===== config.mk =====
export PLATFORM = sky130hd
export DESIGN_NAME = spiker_sample_ctrl
export DESIGN_NICKNAME = d
export VERILOG_FILES = /design/src/rtl/spiker_sample_ctrl.sv
export SDC_FILE = /design/constraint.sdc
export NUM_CORES = 1
export LEC_CHECK = 0
export CAP_MARGIN = 20
export CORE_ASPECT_RATIO = 1.1
export CORE_MARGIN = 1.5
export CORE_UTILIZATION = 50
export DETAILED_ROUTE_END_ITERATION = 7
export PLACE_DENSITY_LB_ADDON = 0.08
export SYNTH_ARGS = -nofsm -noshare
export SYNTH_HDL_FRONTEND = slang
export SYNTH_SLANG_ARGS = --single-unit
export TNS_END_PERCENT = 30

===== constraint.sdc =====
create_clock -name clk_i -period 2.85 [get_ports clk_i]
set_input_delay 0.4275 -clock clk_i [delete_from_list [all_inputs] [get_ports clk_i]]
set_output_delay 0.4275 -clock clk_i [all_outputs]
set_load 0.005 [all_outputs]

===== src/rtl/spiker_sample_ctrl.sv =====
// Sampling scheduler: paces core-output captures into the result writer, batches them for software.
// Optional overrun detection is compiled in with SPIKER_SAMPLE_CTRL_OVERRUN_EN.
module spiker_sample_ctrl #(
  parameter int CNT_W     = 16,
  parameter int PERIOD_W  = 16,
  parameter int BATCH_LEN = 15
) (
  input  logic                clk_i,
  input  logic                rst_ni,
  input  logic                test_mode_i,
  input  logic                start_i,
  input  logic                stop_i,
  input  logic [PERIOD_W-1:0] period_i,
  input  logic [CNT_W-1:0]    n_samples_i,
  input  logic                core_valid_i,
  input  logic                writer_ready_i,
  input  logic                batch_ack_i,
  output logic                sample_o,
  output logic                busy_o,
  output logic                batch_done_o,
  output logic                done_o,
  output logic [CNT_W-1:0]    sample_count_o,
  output logic                overrun_o
);

  localparam int BW = $clog2(BATCH_LEN + 1);

  typedef enum logic [2:0] {IDLE, WAIT, ARM, SAMPLE, HOLD} state_t;

  state_t              state;
  logic [PERIOD_W-1:0] period_q;
  logic [PERIOD_W-1:0] timer;
  logic [CNT_W-1:0]    n_samples_q;
  logic [BW-1:0]       batch_cnt;
  logic [CNT_W-1:0]    count_nxt;
  logic [BW-1:0]       batch_nxt;
  logic [PERIOD_W-1:0] reload;

  assign count_nxt = sample_count_o + CNT_W'(1);
  assign batch_nxt = batch_cnt + BW'(1);
  assign reload    = test_mode_i ? '0 : period_q;

  always_ff @(posedge clk_i or negedge rst_ni) begin
    if (!rst_ni) begin
      state          <= IDLE;
      timer          <= '0;
      period_q       <= '0;
      n_samples_q    <= '0;
      batch_cnt      <= '0;
      sample_o       <= 1'b0;
      busy_o         <= 1'b0;
      batch_done_o   <= 1'b0;
      done_o         <= 1'b0;
      sample_count_o <= '0;
    end else begin
      sample_o <= 1'b0;
      done_o   <= 1'b0;
      if (batch_ack_i)
        batch_done_o <= 1'b0;
      // A capture in flight is always counted, even when stop_i aborts the run in the same cycle.
      if (state == SAMPLE) begin
        sample_count_o <= count_nxt;
        if (batch_nxt == BW'(BATCH_LEN)) begin
          batch_cnt    <= '0;
          batch_done_o <= 1'b1;
        end else begin
          batch_cnt <= batch_nxt;
        end
      end
      if (state != IDLE && stop_i) begin
        state  <= IDLE;
        busy_o <= 1'b0;
      end else begin
        case (state)
          IDLE: if (start_i) begin
            period_q       <= period_i;
            n_samples_q    <= n_samples_i;
            sample_count_o <= '0;
            batch_cnt      <= '0;
            timer          <= test_mode_i ? '0 : period_i;
            busy_o         <= 1'b1;
            state          <= WAIT;
          end
          WAIT: begin
            if (timer == '0) state <= ARM;
            else             timer <= timer - PERIOD_W'(1);
          end
          ARM: if (core_valid_i && writer_ready_i) begin
            sample_o <= 1'b1;
            state    <= SAMPLE;
          end
          SAMPLE: begin
            if (n_samples_q != '0 && count_nxt == n_samples_q) begin
              done_o <= 1'b1;
              busy_o <= 1'b0;
              state  <= IDLE;
            end else if (batch_nxt == BW'(BATCH_LEN)) begin
              state <= HOLD;
            end else begin
              timer <= reload;
              state <= WAIT;
            end
          end
          HOLD: if (batch_ack_i) begin
            timer <= reload;
            state <= WAIT;
          end
          default: state <= IDLE;
        endcase
      end
    end
  end

`ifdef SPIKER_SAMPLE_CTRL_OVERRUN_EN
  // Core data was on offer but could not be taken: writer stalled in ARM, or software batch pending.
  always_ff @(posedge clk_i or negedge rst_ni) begin
    if (!rst_ni)
      overrun_o <= 1'b0;
    else if (state == IDLE && start_i)
      overrun_o <= 1'b0;
    else if (core_valid_i && (state == HOLD || (state == ARM && !writer_ready_i)))
      overrun_o <= 1'b1;
  end
`else
  assign overrun_o = 1'b0;
`endif

endmodule


==> results of run 1 <==
[final cells by class]
cell class,instances,area (sq um),area share [%]
clock buffer,11,151,2.72
inverter,8,30.0,0.539
tap,114,143,2.56
clock inverter,4,97.6,1.75
sequential,75,1880,33.7
multi-input combinational,351,2510,45.1
timing repair buffer,76,757,13.6
[worst min-delay path by stage]
stage,slack (ns),startpoint,endpoint,cells past startpoint
after detailed placement,0.47,timer[5]$_DFFE_PN0P_,timer[5]$_DFFE_PN0P_,1
after floorplan,0.13,rst_ni,batch_cnt[0]$_DFF_PN0_,0
after global routing,0.05,rst_ni,sample_count_o[4]$_DFF_PN0_,1
after global placement,0.47,timer[7]$_DFFE_PN0P_,timer[7]$_DFFE_PN0P_,1
after CTS,0.27,rst_ni,sample_count_o[4]$_DFF_PN0_,1
final,0.03,rst_ni,sample_count_o[4]$_DFF_PN0_,1
[registers in the layout, summed over array words and instances (netlist names)]
signal / count
n_samples_q: 16
sample_count_o: 16
batch_done_o: 1
state: 3
done_o: 1
batch_cnt: 4
timer: 16
busy_o: 1
period_q: 16
sample_o: 1
[power by group]
part	switching, mW	total, mW	leakage, nW	internal (mW)
clock	0.411	1.04	0.122	0.625
combinational	0.829	1.66	1.09	0.832
sequential	0.309	1.72	0.952	1.41
[cell usage in the layout (no fill, tap or decap), types with 3 or more instances in the layout]
master           Yosys  final
o21ai_0             15     15
o32a_1               3      3
ha_1                 5      4
or2_2                3      3
and4_1               8      8
nand2_1             33     33
clkbuf_8             0     11
o31ai_1              3      3
clkdlybuf4s50_1      0     58
mux2_2              34     34
o211ai_1            11     11
bufinv_16            0      3
and3_1               3      3
a21oi_1             22     22
o22a_1               5      5
o221ai_1             6      6
nor3_1              12     12
nand2b_1             5      5
inv_1                8      8
or3_1                8      8
a22oi_1              8      8
a31oi_1              4      4
xor2_1              14     14
nor4_1               8      8
nand3b_1             4      4
xnor2_1             16     16
nand4_1              8      8
o2bb2ai_1           14     14
dfrtp_1             75     73
buf_4                3     14
nand3_1             15     15
nor2_1              32     32
buf_12               0      3
and2_1               4      3
a32oi_1              4      4
[stage by stage]
stage | cell area, sq um | cells
3_3_place_gp | 5290 | 623
4_1_cts | 5540 | 638
2_1_floorplan | 4560 | 467
3_5_place_dp | 5290 | 623
6_report | 5570 | 639
5_1_grt | 5570 | 639
[cells by family after synthesis]
| family | share of synthesized area (%) |
|---|---|
| AND/OR/NAND/NOR | 18.9 |
| AO/OA/AOI/OAI | 20.6 |
| flip-flops | 41.2 |
| buffers and inverters | 3.79 |
| multiplexers | 8.40 |
| XOR/XNOR | 5.76 |
| adder cells (fa/ha/maj) | 1.37 |
| other | 0.0822 |
[metal layers]
metal / track usage [%] / share of wire [%]
met5: 0 / 0
met3: 4.28 / 3.8
met1: 32.0 / 43
met4: 8.73 / 2.1
met2: 44.8 / 51
==> reports/qor.txt, run 1 <==
Status = complete, no violations
Setup_tns = 0 ns
Worst setup path startpoint = sample_count_o[1]$_DFF_PN0_
TritonCTS buffer count = 9
Skew-Pair Late Insertion Delay = 0.35 ns
Ys flop type = dfrtp_1
CTS H-tree depth = 3
Worst path slowest cell = dfrtp_1
Total Power = 4.42 mW
Async S/R FF share, synth = 100%
#FFs+latches synth = 75
Worst min path class = input pin to async pin
Final setup violation count = 0
Share of cells above drive strength 1 = 16.2%
Final hold vios = 0
Clk sinks = 75
Nets = 566
Cell family with most CP delay = compound AO/OA/AOI/OAI gates
Power per Cell Area = 793 nW/um^2
Cell Chain, Critical Path = ha_2 > nand4_1 > o31a_2 > o22a_1 > a22oi_1 > a41oi_4 > o21ai_4 > mux2_2
Cell leakage power = 2.16 nW
Clock skew = 0.0116 ns
Vias in the first global route = 3868
Critical Path Start Type = flop
Crit path buf inv count = 0
Clk root buf = clkbuf_8
Worst Tran Pin Value = 0.689 ns
Clock-pin slew on the worst setup and hold paths = 0.08 ns
Avg Inst Size Synth = 9.76 sq um
Syn Std Cell Area = 4560 sq um
YS warnings = 0
Place WS = 0.173 ns
Total congestion overflow = 0
RSZ-0062 raised after global routing = no
Launch point of the worst reg-to-reg path = sample_count_o[1]$_DFF_PN0_
Post-Route Utilization = 62.8%
Core ar. = 8870 sq um
Post-CTS Resized = 0
Vias = 3929
# diodes = 0
Post-CTS setup buffer count = 0
Filler cells = 771
R2R setup slack = 0.20 ns
Routability congestion estimate = 0.917
Die X = 94.1 um
Synth area leaders = dfrtp_1, mux2_2, xnor2_1, nand2_1, o2bb2ai_1
DP HPWL = 8.15 mm
Post-layout worst setup margin = 0.203 ns
Die height = 103 um
Critical path arrival = 2.87 ns
WHS = 0.0281 ns
Min Clock Period, post-route = 2.65 ns
Initial core utilization = 51.4%
Req. time, crit path = 3.08 ns
Largest net degree at the start of global routing = 76
IO Pins = 61
Worst reg2reg path endpoint = timer[1]$_DFFE_PN0P_
Most area-hungry cell type in the Yosys netlist = dfrtp_1
Number of synthesized flops with an enable pin = 0
Final ANT Viol Nets = 0
Initial antenna violation count = 0
Via/cell ratio = 6.15
Critical path class = flop to flop
Synth top area share = 41.2%
Port bufs = 59
Global-route wire length before repair = 19.2 mm
Worst vdd ir = 475 uV
Most frequent cell after synthesis = dfrtp_1
Floorplan row count = 36
Drt drc = 0
Final wirelength = 11.5 mm
Sequential-to-total area share from yosys stat = 41.2%
Final period utilization = 92.9%
Maximum clock frequency = 0.378 GHz
CTS Buffer Depth = 2
Slew Limit Headroom = 53.9%
Post-synth top cells = dfrtp_1, mux2_2, nand2_1, nor2_1, a21oi_1
Post-Syn Nets = 512
R2R cell count = 8
Post-synth cell types = 69
Layout area overhead = 22.2%
TritonRoute pass-1 iters = 4
Hold-fix buffers at CTS = 0
DRT iter0 DRCs = 165
Crit path capture = timer[1]$_DFFE_PN0P_
Cells after Synth = 467
Max-cap violations = 0
Die area = 9700 sq um
Highest cell delay on the worst timing path = 0.46 ns
Total GRT Usage = 25.6%
Kind of end point of the critical path = flop
Max Slew Vio Count = 0
Worst Path Max Fanout = 7
Detailed-route wire length per cell = 18.1 um
CTS tree = built
Number of cells on the critical path = 8
Power figures use the tool's default switching activity.
==> run 2: changes to the inputs <==
--- a/constraint.sdc
+++ b/constraint.sdc
@@ -3,2 +3,2 @@
 set_output_delay 0.4275 -clock clk_i [all_outputs]
-set_load 0.005 [all_outputs]
+set_load 0.01 [all_outputs]
==> results of run 2 <==
The final DEF is identical to that of run 1. Status: complete, no violations.
